===== config.mk =====
export PLATFORM = sky130hd
export DESIGN_NAME = mem_io_bridge
export DESIGN_NICKNAME = d
export VERILOG_FILES = /design/src/rtl/mem_io_bridge.sv
export SDC_FILE = /design/constraint.sdc
export NUM_CORES = 1
export LEC_CHECK = 0
export CAP_MARGIN = 20
export CORE_ASPECT_RATIO = 1.2
export CORE_UTILIZATION = 30
export DETAILED_ROUTE_END_ITERATION = 8
export GPL_TIMING_DRIVEN = 0
export PLACE_DENSITY = 0.74
export SLEW_MARGIN = 30
export SYNTH_ARGS = -nofsm -noshare
export SYNTH_HDL_FRONTEND = slang
export SYNTH_SLANG_ARGS = --single-unit

===== constraint.sdc =====
create_clock -name clk -period 1.91 [get_ports clk]
set_clock_uncertainty 0.15 [all_clocks]
set_input_delay 0.191 -clock clk [delete_from_list [all_inputs] [get_ports clk]]
set_output_delay 0.191 -clock clk [all_outputs]
set_load 0.1 [all_outputs]

===== src/rtl/mem_io_bridge.sv =====
// mem_io_bridge: decodes the CPU data-memory port into data RAM and a small
// memory-mapped I/O block (TX character FIFO, STATUS, CYCLES).
//
// I/O map (byte offsets from IO_BASE):
//   +0x0 TXDATA  write pushes WriteData[7:0]; reads as 0
//   +0x4 STATUS  {21'b0, empty, full, ovf, count[7:0]}; write bit 8 = 1 clears ovf
//   +0x8 CYCLES  free-running cycle counter (0 when the counter is compiled out)
//   +0xC reserved, reads as 0
//
// Build option: define MEM_IO_BRIDGE_CYCLE_COUNTER_EN to include the 32-bit
// cycle counter. Without it no counter flops exist and CYCLES reads 0.
//
// TX drain handshake: a character moves when tx_valid && tx_ready are both high
// at a rising clk edge; tx_valid/tx_data depend only on registered state, and
// tx_valid stays high with tx_data stable until that transfer happens.
module mem_io_bridge #(
  parameter int          N          = 13,
  parameter int          FIFO_DEPTH = 4,
  parameter logic [31:0] IO_BASE    = 32'h0001_0000
) (
  input  logic          clk,
  input  logic          rst,
  input  logic [31:0]   Addr,
  input  logic [31:0]   WriteData,
  input  logic          MemWrite,
  output logic [31:0]   ReadData,
  output logic [N-1:0]  ram_addr,
  output logic [31:0]   ram_wdata,
  output logic          ram_we,
  input  logic [31:0]   ram_rdata,
  output logic [7:0]    tx_data,
  output logic          tx_valid,
  input  logic          tx_ready
);

  localparam int PW = $clog2(FIFO_DEPTH);
  localparam int CW = PW + 1;
  localparam logic [CW-1:0] FULL_CNT = CW'(FIFO_DEPTH);

  // FIFO state; storage is intentionally left out of reset
  logic [7:0]    r_mem [FIFO_DEPTH];
  logic [PW-1:0] r_rd_ptr;
  logic [PW-1:0] r_wr_ptr;
  logic [CW-1:0] r_count;
  logic          r_ovf;

  logic        w_ram_sel;
  logic        w_io_sel;
  logic        w_tx_sel;
  logic        w_status_sel;
  logic        w_full;
  logic        w_empty;
  logic        w_push;
  logic        w_pop;
  logic        w_drop;
  logic        w_ovf_clr;
  logic [31:0] w_cycles;
  logic [31:0] w_status;

  // Region decode; anything neither below IO_BASE nor inside the 16-byte block is unmapped
  assign w_ram_sel    = (Addr < IO_BASE);
  assign w_io_sel     = (Addr[31:4] == IO_BASE[31:4]);
  assign w_tx_sel     = w_io_sel && (Addr[3:2] == 2'd0);
  assign w_status_sel = w_io_sel && (Addr[3:2] == 2'd1);

  assign ram_addr  = Addr[N+1:2];
  assign ram_wdata = WriteData;
  assign ram_we    = MemWrite & w_ram_sel;

  assign w_full  = (r_count == FULL_CNT);
  assign w_empty = (r_count == '0);

  // A push into a full FIFO is still accepted when a pop frees a slot the same edge
  assign w_pop     = tx_valid & tx_ready;
  assign w_push    = MemWrite & w_tx_sel & (~w_full | w_pop);
  assign w_drop    = MemWrite & w_tx_sel & w_full & ~w_pop;
  assign w_ovf_clr = MemWrite & w_status_sel & WriteData[8];

  assign tx_valid = ~w_empty;
  assign tx_data  = r_mem[r_rd_ptr];

  assign w_status = {21'b0, w_empty, w_full, r_ovf, 8'(r_count)};

  // FIFO pointers, occupancy and sticky overflow; a drop beats a clear
  always_ff @(posedge clk or posedge rst) begin
    if (rst) begin
      r_rd_ptr <= '0;
      r_wr_ptr <= '0;
      r_count  <= '0;
      r_ovf    <= 1'b0;
    end else begin
      if (w_push) r_wr_ptr <= r_wr_ptr + PW'(1);
      if (w_pop)  r_rd_ptr <= r_rd_ptr + PW'(1);
      case ({w_push, w_pop})
        2'b10:   r_count <= r_count + CW'(1);
        2'b01:   r_count <= r_count - CW'(1);
        default: r_count <= r_count;
      endcase
      if (w_drop)         r_ovf <= 1'b1;
      else if (w_ovf_clr) r_ovf <= 1'b0;
    end
  end

  // Character storage write port
  always_ff @(posedge clk) begin
    if (w_push) r_mem[r_wr_ptr] <= WriteData[7:0];
  end

`ifdef MEM_IO_BRIDGE_CYCLE_COUNTER_EN
  logic [31:0] r_cycles;

  // Free-running cycle counter, wraps naturally at 2^32
  always_ff @(posedge clk or posedge rst) begin
    if (rst) r_cycles <= '0;
    else     r_cycles <= r_cycles + 32'd1;
  end

  assign w_cycles = r_cycles;
`else
  assign w_cycles = 32'h0;
`endif

  // Zero-latency load mux; reads never change state
  always_comb begin
    ReadData = 32'h0;
    if (w_ram_sel) begin
      ReadData = ram_rdata;
    end else if (w_io_sel) begin
      case (Addr[3:2])
        2'd1:    ReadData = w_status;
        2'd2:    ReadData = w_cycles;
        default: ReadData = 32'h0;
      endcase
    end
  end

endmodule

# After elaboration in Yosys (flattened, before gate mapping)

Memory sizes are Yosys's and may differ from the RTL's.
Cells that the tools add are included.

Add/sub/neg operators: 4
$lt $le $gt $ge: 1
Eq/ne operators: 5
Multiplexer cells: 8
Bitwise logic cells: 12
Reduce and logical (&&, ||, !) cells: 6

Operators by type and width:

| kind                                                         | number |
|---|---|
| less-than comparator 32 x 17 -> 1 bit, second input constant | 1 |
| two-way mux 32 bit                                           | 1 |
| equality test 28 x 13 -> 1 bit, second input constant        | 1 |
| two-way mux 11 bit                                           | 2 |
| bitwise AND 1 bit                                            | 8 |
| one-hot mux 3 bit (2 select lines)                           | 1 |
| adder 2 x 1 -> 2 bit, second input constant                  | 2 |
| equality test 2 x 1 -> 1 bit, second input constant          | 2 |
| two-way mux 1 bit                                            | 4 |
| nonzero test 2 bit                                           | 2 |
| adder 3 x 1 -> 3 bit, second input constant                  | 1 |
| equality test 3 bit, second input constant                   | 1 |
| zero test 3 bit                                              | 1 |
| NOT 1 bit                                                    | 3 |
| subtractor 3 x 1 -> 3 bit, second input constant             | 1 |
| equality test 2 bit, second input constant                   | 1 |
| logical AND 1 bit                                            | 2 |
| zero test 2 bit                                              | 1 |
| bitwise OR 1 bit                                             | 1 |

Register bits after elaboration: 8
Memory bits (writable): 32
Input port bits: 100
Output and inout port bits: 87
Logic and storage cells: 41
Memories kept: 1

Memories:

| memory | words | width | rd ports | clocked after memory_dff | wr ports | RTL line | RTL |
|---|---|---|---|---|---|---|---|
| r_mem  | 4     | 8     | 1        | 0                        | 1        | 41       | `logic [7:0] r_mem [FIFO_DEPTH];` |

# Depth between registers and ports, before layout

Gate-level depths: netlist of run 1.

Depth in word-level cells: 7
Gate-level depth with buffers: 8
Depth with buffers taken out: 8

# Worst setup path before layout of run 1

OpenSTA, ideal clock, no wires.

Path type: register -> register
From: reg r_count[0]
To: reg r_count[1]
Setup time: 0.125 ns
Arrival time: 2.224 ns
Data required time: 1.635 ns
Setup slack: -0.589 ns
Cell stages (with the launch flop): 7
Path buffers: 0
Clock period less this slack: 2.499 ns
Cells stage by stage: dfrtp_1 -> nor3_1 -> inv_1 -> nand2_1 -> nor2_1 -> fa_1 -> mux2_4

Word-level cells in the longest chain between the ends: 7
Elaborated cells between the ends (all ways): 13
Those cells by class: add/sub: 2; eq/ne: 3; mux: 1; bitwise: 5; reduce/logical: 2

RTL lines:

| element                                                                         | RTL line | RTL |
|---|---|---|
| from (decl)                                                                     | 44       | `logic [CW-1:0] r_count;` |
| from (signal assigned)                                                          | 95       | `2'b10: r_count <= r_count + CW'(1);` |
| from (signal assigned)                                                          | 96       | `2'b01: r_count <= r_count - CW'(1);` |
| from (signal assigned)                                                          | 97       | `default: r_count <= r_count;` |
| zero test 3 bit *                                                               | 71       | `assign w_empty = (r_count == '0);` |
| NOT 1 bit *                                                                     | 79       | `assign tx_valid = ~w_empty;` |
| named net tx_valid                                                              | 32       | `output logic tx_valid,` |
| bitwise AND 1 bit *                                                             | 74       | `assign w_pop = tx_valid & tx_ready;` |
| bitwise OR 1 bit                                                                | 75       | `assign w_push = MemWrite & w_tx_sel & (~w_full \| w_pop);` |
| bitwise AND 1 bit                                                               | 75       |  |
| equality test 2 x 1 -> 1 bit / equality test 2 bit (equally long branches)      | 94       | `case ({w_push, w_pop})` |
| one-hot mux 3 bit (2 select lines) / nonzero test 2 bit (equally long branches) | -        |  |

The timed path passes the listed nets; every way through them passes the cells marked *.
A chain may end at the register's enable or synchronous reset.

# Worst setup path in the final report of run 1

From: in Addr[4]
To: out ReadData[9]

Word-level cells in the longest chain between the ends: 3
Elaborated cells between the ends (all ways): 4
Those cells by class: order compare: 1; eq/ne: 1; mux: 2

RTL lines:

| element                                                                       | RTL line | RTL |
|---|---|---|
| from (decl)                                                                   | 23       | `input logic [31:0] Addr,` |
| branches (longest 2 deep; another with less-than comparator 32 x 17 -> 1 bit) | -        |  |
| two-way mux 32 bit *                                                          | 126      | `if (w_ram_sel) begin` |
| to (decl)                                                                     | 26       | `output logic [31:0] ReadData,` |

Mark *: on every way between the ends.

==> reports/qor.yml, run 1 <==
grt:
  track_usage: 0.190
  grt_overflow: 0
  grt_antenna_before_repair: 0
  grt_pass1_vias: 2303
  grt_pass1_wl_um: 11300
  grt_max_degree: 12
worst_setup_path:
  crit_end: "ReadData[9]"
  cp.required_ns: 1.57
  crit_path_start: "Addr[4]"
  path_class: "input pin to output pin"
  r2r_cells: 8
  rr_startpoint: "r_count[1]"
  reg2reg_slack_ns: -0.04
  endpoint_kind: "output pin"
  timing.rr.end: "r_count[2]"
  cp_max_fo: 7
  arrival_ns: 1.64
  cp-start-kind: "input pin"
place:
  hpwlAfterDp_um: 5430
  gp_congestion: 0.789
  postPlaceCellArea_um2: 4280
  io_buffers: 161
  dp_cells: 432
cells_and_area:
  drive_gt1_frac: 0.604
  nets: 475
  antennaDiodeCount: 0
  area_growth_pct: 117
  fin_area_um2: 5030
  final_util: 0.683
  fillerInstances: 532
  fin_cells: 461
logic_synthesis:
  synth-seq-cells: 40
  netlist.area_leader.share: 0.415
  synthesis.area_um2: 2310
  yosys.area.top_type: "edfxtp_1"
  synth_area_leaders: "edfxtp_1 42%, buf_4 15%, and2_1 8.6%, dfrtp_1 8.6%, mux4_2 7.8%"
  ys_types: 31
  synth_fp_nets: 286
  synth.avg_cell_area_um2: 12.8
  synth_edf_count: 32
  synth.most_common_cell: "buf_4"
  synthArstFlopShare: 0.200
  yosys_warnings: 0
  ys_top_cells_by_count: "45 x buf_4, 32 x and2_1, 32 x edfxtp_1"
  ys_seq_area_frac: 0.502
  syn_inst: 181
  synth_ff_type: "edfxtp_1"
timing:
  maxSlewHeadroom: 0.346
  fmax_ghz: 0.504
  fin_ws_ns: -0.0741
  rsz0062_at_grt: "true"
  holdWs_ns: 0.0207
  hold_violations: 0
  tightestPinTransition_ns: 0.977
  drv_slew: 0
  period_needed_ns: 1.98
  setup_viol: 7
  post-route-period-util: 1.04
clock_network:
  cts_buffer_depth: 2
  cts_buffers: 5
  h-tree-depth: 2
  cts_tree: "done"
  cts-root-buf: "clkbuf_8"
  clock_sinks: 40
  path_clk_slew_ns: 0.07
  cts_hold_buf: 0
  insertion_delay_ns: 0.28
drt:
  route.detailed.drc: 0
  antenna_left: 0
  routed_via_density: 4.50
  wl_per_cell_um: 15.9
  firstDrtPassIters: 4
  drt_iter0_markers: 43
  num_vias: 2074
  finalWirelength_um: 7320
pwr:
  power.density_nw_per_um2: 433
  ir_drop_uv: 386
  total_power_mw: 2.18
  p_leak_nw: 2.09
outcome:
  violations: "negative setup slack"
  status: "finished with violations"
floorplanning:
  dieArea_um2: 8070
  rows: 34
  die_h_um: 98.2
  start_util: 0.315
  coreArea_um2: 7360
  boundaryPins: 187
  die_w_um: 82.2
flow_run:
  max-cap-violations: 0
worst_hold_path:
  hp-class: "input pin to asynchronous set/reset pin"
[worst min-delay path by stage]
stage	slack (ns)	endpoint
after floorplan	-0.14	r_count[2]
after global placement	0.35	r_wr_ptr[0]
after detailed placement	0.34	r_rd_ptr[1]
after CTS	0.04	r_rd_ptr[1]
after global routing	0.05	r_wr_ptr[1]
final	0.02	r_rd_ptr[1]
[layer usage]
metal	track usage	vias up	wire length [um]
met5	0	-	0
met3	0.0467	18	505
met4	0.0742	0	191
met2	0.365	112	4380
li1	-	977	-
met1	0.185	967	2240
[per-stage QoR]
stage | TNS [ns] | worst slack, ns
finish | -0.155 | -0.0741
global route | -3.95 | -0.172
CTS | -2.21 | -0.0812
detailed placement | -94.15 | -1.75
global placement | -89.47 | -1.69
floorplan | -0.612 | -0.161
[cells by family (layout without fill, tap and decap cells)]
group | Yosys count | in the layout | share of synthesized area
compound gates | 9 | 9 | 0.0324
buf+inv | 54 | 244 | 0.161
fa+ha+maj | 5 | 5 | 0.0303
simple gates | 58 | 58 | 0.167
flops | 40 | 40 | 0.502
xor+xnor | 5 | 5 | 0.0189
mux | 10 | 10 | 0.0892
[worst max-delay path, cell delays in order]
cell	delay [ns]
buf_8	0.10
nor4_4	0.26
nand4_1	0.22
nor4b_4	0.31
buf_6	0.17
a32o_4	0.21
buf_12	0.17
[state kept, by name (all words and copies together), names as in the netlist]
register	flops
r_rd_ptr	2
r_ovf	1
r_mem	32
r_wr_ptr	2
r_count	3
[cell usage in the layout, fill, tap and decap left out, drive strengths merged]
| cell type | synthesis | routed |
|---|---|---|
| nand3 | 2 | 2 |
| ha | 4 | 4 |
| nand2 | 3 | 3 |
| nor4 | 6 | 6 |
| nor3 | 3 | 3 |
| dlygate4sd2 | 0 | 11 |
| mux2 | 2 | 2 |
| buf | 46 | 130 |
| inv | 4 | 4 |
| nand4 | 2 | 2 |
| a32o | 1 | 1 |
| edfxtp | 32 | 32 |
| o21ai | 1 | 1 |
| clkdlybuf4s50 | 0 | 69 |
| a22o | 6 | 6 |
| nor3b | 1 | 1 |
| clkbuf | 4 | 10 |
| xor2 | 1 | 1 |
| nor2 | 6 | 6 |
| clkdlybuf4s15 | 0 | 20 |
| fa | 1 | 1 |
| a22oi | 1 | 1 |
| dfrtp | 8 | 8 |
| and2 | 32 | 32 |
| or3 | 1 | 1 |
| nor4b | 2 | 2 |
| mux4 | 8 | 8 |
| xnor2 | 4 | 4 |
[cell type report]
type / count / area (um^2) / share of cell area
inverter: 4 / 20.0 / 0.00398
clock buffer: 8 / 80.1 / 0.0159
tap: 90 / 113 / 0.0224
buffer: 49 / 408 / 0.0811
timing repair buffer: 183 / 2160 / 0.429
multi-input combinational: 87 / 1090 / 0.216
sequential: 40 / 1160 / 0.231
[repair_timing]
item / in CTS / in global routing
setup endpoints to repair: 101 / 76
setup buffers: 13 / 6
gates resized for setup: 534 / 20
pin swaps: 45 / 13
gates cloned: 3 / 0
[report_power, final]
| group | leakage [nW] | switching (mW) | internal, mW | total [mW] |
|---|---|---|---|---|
| clock | 0.0395 | 0.251 | 0.259 | 0.510 |
| combinational | 1.66 | 0.467 | 0.258 | 0.725 |
| sequential | 0.385 | 0.0000830 | 0.941 | 0.941 |
(Power assumes the default switching activity.)
==> run 2: changes to the inputs <==
- CELL_PAD_IN_SITES_DETAIL_PLACEMENT: not set -> 1
- CELL_PAD_IN_SITES_GLOBAL_PLACEMENT: not set -> 1
- CORE_UTILIZATION: 30 -> 21
- PLACE_DENSITY: 0.74 -> 0.72
==> run 2 against run 1 <==
  * The flow finishes with violations (design-rule violations, negative setup slack)
  * Worst setup slack got worse by 0.067 ns
  * Die area increased by 42%
  * Power increased by 12%
  * Design area increased by 1.1%
  * Non-clock buffer count decreased by 3
  * Global-route usage decreased by 5.7 points
  * Sequential power about the same
  * Utilization decreased by 20 points
  * Critical path type unchanged
==> reports/qor.yml, run 2 (synthesized netlist as in run 1, its figures left out) <==
drt:
  route.detailed.drc: 13
  drt-met1-wl_um: 2380
  met3_length_um: 681
  highest_layer: "met4"
  met2_length_um: 4770
  num_vias: 2105
  antenna_left: 0
  firstDrtPassIters: 6
  wl_per_cell_um: 15.8
  finalWirelength_um: 7870
  drt_iter0_markers: 61
  routed_via_density: 4.24
floorplanning:
  start_util: 0.218
  die_w_um: 97.8
  dieArea_um2: 11400
  die_h_um: 117
  rows: 41
  boundaryPins: 187
  coreArea_um2: 10600
cells_and_area:
  largestRegisters: "r_mem x32, r_count x3"
  layout_commonest_cell: "clkdlybuf4s50_1"
  top_register: "r_mem"
  final_cell_mix: "71 x clkdlybuf4s50_1, 54 x buf_4, 35 x buf_12, 32 x and2_4, 32 x edfxtp_1"
  drive_gt1_frac: 0.584
  fillerInstances: 1075
  regArea_um2: 1160
  fin_area_um2: 5080
  area_growth_pct: 120
  multi_input_comb_area_um2: 1070
  largest_reg_flops: 32
  antennaDiodeCount: 0
  final_util: 0.479
  nets: 472
grt:
  track_usage: 0.133
  grt_max_degree: 13
  grt_overflow: 0
  grt_pass1_vias: 2332
  grt_pass1_wl_um: 11700
  grt_antenna_before_repair: 0
clock_network:
  path_clk_slew_ns: 0.06
  clock_sinks: 40
  h-tree-depth: 2
  cts_tree: "done"
  cts_buffer_depth: 2
  cts_buffers: 5
  insertion_delay_ns: 0.28
  cts-root-buf: "clkbuf_16"
  cts_hold_buf: 0
timing:
  hold_violations: 0
  fin_setup_tns_ns: -1.98
  fmax_ghz: 0.488
  setup_viol: 26
  fin_ws_ns: -0.141
  holdWs_ns: 0.0219
  rsz0062_at_grt: "true"
  period_needed_ns: 2.05
  post-route-period-util: 1.07
  tightestPinTransition_ns: 0.999
  drv_slew: 0
  maxSlewHeadroom: 0.332
pwr:
  ir_drop_uv: 303
  power.density_nw_per_um2: 480
  p_leak_nw: 2.10
worst_setup_path:
  path_class: "input pin to output pin"
  cp-start-kind: "input pin"
  cp_max_fo: 6
  cp.required_ns: 1.57
  arrival_ns: 1.71
  endpoint_kind: "output pin"
place:
  io_buffers: 161
  hpwlAfterDp_um: 6050
  postPlaceCellArea_um2: 4320
  gp_congestion: 0.745
  dp_slack_ns: -1.82
outcome:
  violations: "design-rule violations, negative setup slack"
  status: "finished with violations"
worst_hold_path:
  hp-class: "input pin to asynchronous set/reset pin"
flow_run:
  max-cap-violations: 0
[run 2: power by group]
group          leakage (nW)  total, mW  switching (mW)  internal [mW]
clock                0.0710      0.778           0.305          0.473
sequential            0.384      0.942        0.000104          0.942
combinational          1.64      0.718           0.466          0.252
[run 2: cell type report]
type,instances,share of cell area
Multi-Input combinational cell,87,0.211
Timing Repair Buffer,180,0.417
Clock buffer,5,0.0246
Clock inverter,3,0.00271
Sequential cell,40,0.229
Inverter,4,0.00394
Buffer,49,0.0802
Tap cell,129,0.0317
[run 2: path summary, 6_finish.rpt]
path | startpoint | to | slack, ns | depth (start not counted)
hold / removal | rst | r_rd_ptr[0] | 0.02 | 2
max in group asynchronous | rst | r_count[0] | 1.33 | 2
setup reg to reg | r_count[1] | r_count[2] | -0.07 | 8
min in group clk | Addr[30] | r_ovf | 0.36 | 6
setup / recovery | Addr[7] | ReadData[9] | -0.14 | 7
hold reg to reg | r_ovf | r_ovf | 0.40 | 1
[run 2: timing repair]
item                                    4_1_cts  5_1_grt
pin swaps                                    34       14
endpoints found under the hold margin         0        0
cloned                                        2        0
resized for setup                           514       14
setup buffers                                14        3
endpoints found under the setup margin      102       77
[run 2: layer usage]
layer,GRT usage,up-vias
met1,0.124,1022
li1,-,969
met5,0,-
met3,0.0505,4
met2,0.275,110
met4,0.0273,0
[run 2: worst max-delay path, cell delays in order]
cell and delay, ns:
buf_6 0.10, nor4_4 0.31, nand4_1 0.24, nor4b_4 0.30
buf_6 0.18, a32o_4 0.22, buf_12 0.17
[run 2: through the flow]
stage | instances | total power, mW
2_1_floorplan | 181 | 1.42
3_3_place_gp | 471 | 1.69
3_5_place_dp | 471 | 1.70
4_1_cts | 494 | 2.47
5_1_grt | 497 | 2.53
6_report | 497 | 2.44
==> run 3: changes to the inputs <==
- MAX_ROUTING_LAYER: not set -> met4
==> run 3 against run 2 <==
  * The flow still finishes with violations (design-rule violations, negative setup slack)
  * Register-to-register slack is essentially flat
  * Wire length is 0.11% lower
  * Non-clock buffer count unchanged
  * Sequential share of layout area unchanged
  * Critical path type unchanged
==> reports/qor.yml, run 3 (synthesized netlist as in run 1, its figures left out) <==
timing:
  maxSlewHeadroom: 0.332
  holdWs_ns: 0.0202
  setup_viol: 26
  fin_setup_tns_ns: -1.98
  drv_slew: 0
  hold_violations: 0
  period_needed_ns: 2.05
  rsz0062_at_grt: "true"
  fin_ws_ns: -0.136
  fmax_ghz: 0.489
  post-route-period-util: 1.07
  tightestPinTransition_ns: 0.999
clock_network:
  cts_buffer_depth: 2
  cts-root-buf: "clkbuf_16"
  insertion_delay_ns: 0.28
  cts_tree: "done"
  h-tree-depth: 2
  cts_buffers: 5
  path_clk_slew_ns: 0.06
  clock_sinks: 40
grt:
  track_usage: 0.138
  grt_antenna_before_repair: 0
  grt_overflow: 0
  grt_max_degree: 13
  grt_pass1_wl_um: 11600
  grt_pass1_vias: 2346
floorplanning:
  die_h_um: 117
  dieArea_um2: 11400
  coreArea_um2: 10600
  boundaryPins: 187
  start_util: 0.218
  die_w_um: 97.8
  rows: 41
pwr:
  p_seq_frac: 0.386
  p_switching_mw: 0.772
  pwr-share-clk: 0.319
  p_int_mw: 1.67
  switching_share: 0.316
  total_power_mw: 2.44
  p_leak_nw: 2.10
  power.density_nw_per_um2: 480
  combPwrFrac: 0.294
  ir_drop_uv: 307
worst_setup_path:
  critPathBufInv: 3
  crit_family: "simple AND/OR/NAND/NOR gates"
  cp_max_fo: 6
  cp-start-kind: "input pin"
  cp_slowest_cell: "nor4_4"
  rr_startpoint: "r_count[1]"
  path_class: "input pin to output pin"
  arrival_ns: 1.70
  cp_common_cell: "buf_6"
  cpPeakStageDelay_ns: 0.30
  reg2reg_slack_ns: -0.07
  worstPathCellList: "buf_6, nor4_4, nand4_1, nor4b_4, buf_6, a32o_4, buf_12"
  timing.rr.end: "r_count[2]"
  r2r_cells: 8
  cp.required_ns: 1.57
  endpoint_kind: "output pin"
drt:
  num_vias: 2106
  firstDrtPassIters: 6
  antenna_left: 0
  drt_iter0_markers: 74
  finalWirelength_um: 7860
  routed_via_density: 4.24
  wl_per_cell_um: 15.8
  route.detailed.drc: 13
place:
  gp_congestion: 0.754
  io_buffers: 161
  hpwlAfterDp_um: 6050
  dp_slack_ns: -1.82
  postPlaceCellArea_um2: 4320
  dp_cells: 471
cells_and_area:
  antennaDiodeCount: 0
  layout_commonest_cell: "clkdlybuf4s50_1"
  fillerInstances: 1075
  largest_reg_flops: 32
  final_cell_mix: "71 x clkdlybuf4s50_1, 54 x buf_4, 35 x buf_12, 32 x and2_4, 32 x edfxtp_1"
  fin_cells: 497
  nets: 472
  largestRegisters: "r_mem x32, r_count x3"
  area_growth_pct: 120
  top_register: "r_mem"
  final_util: 0.479
  drive_gt1_frac: 0.584
  fin_area_um2: 5080
outcome:
  violations: "design-rule violations, negative setup slack"
  status: "finished with violations"
flow_run:
  max-cap-violations: 0
worst_hold_path:
  hp-class: "input pin to asynchronous set/reset pin"
-- run 3: cell counts in the layout (fill, tap and decap cells not counted) --
No cell type changed its count.
-- run 3: cell type report --
type,count,area (um^2),area share
Sequential cell,40,1160,0.229
Buffer,49,408,0.0802
Timing Repair Buffer,180,2120,0.417
Multi-Input combinational cell,87,1070,0.211
Clock buffer,5,125,0.0246
Inverter,4,20.0,0.00394
Tap cell,129,161,0.0317
Clock inverter,3,13.8,0.00271
-- run 3: what timing repair did --
item | 4_1_cts | 5_1_grt
cloned | 2 | 0
hold buffers | 0 | 0
hold endpoints to repair | 0 | 0
endpoints found under the setup margin | 102 | 77
pin swaps | 34 | 14
gates resized for setup | 514 | 14
setup buffers | 14 | 3
-- run 3: per-layer routing --
| metal | global-route usage | vias to the layer above | wire length (um) |
|---|---|---|---|
| li1 | - | 968 | - |
| met1 | 0.134 | 1021 | 2590 |
| met2 | 0.275 | 109 | 4730 |
| met3 | 0.0344 | 8 | 464 |
| met4 | 0.0273 | 0 | 70 |
| met5 | - | - | 0 |
-- run 3: worst register-to-register path, cell delays in order, from the launching register on --
cell,delay [ns]
dfrtp_2,0.48
nor3_4,0.30
inv_6,0.06
nand2_4,0.07
nor2_2,0.05
fa_2,0.39
and2_4,0.15
a22oi_2,0.14
xnor2_1,0.09
-- run 3: how the worst max path moves through the flow --
stage / startpoint / to / slack [ns] / depth (start not counted)
floorplan: r_count[0] / r_count[2] / -0.16 / 8
global placement: Addr[6] / ReadData[9] / -1.91 / 6
detailed placement: Addr[6] / ReadData[2] / -1.82 / 6
CTS: Addr[7] / ReadData[9] / -0.17 / 7
global route: Addr[7] / ReadData[9] / -0.24 / 7
finish: Addr[7] / ReadData[9] / -0.14 / 7
-- run 3: power groups by stage --
| stage | clock (mW) | combinational [mW] | sequential, mW |
|---|---|---|---|
| global placement | 0 | 0.733 | 0.960 |
| finish | 0.779 | 0.718 | 0.942 |
| CTS | 0.804 | 0.721 | 0.942 |
| floorplan | 0 | 0.460 | 0.960 |
| global route | 0.844 | 0.741 | 0.941 |
| detailed placement | 0 | 0.740 | 0.960 |
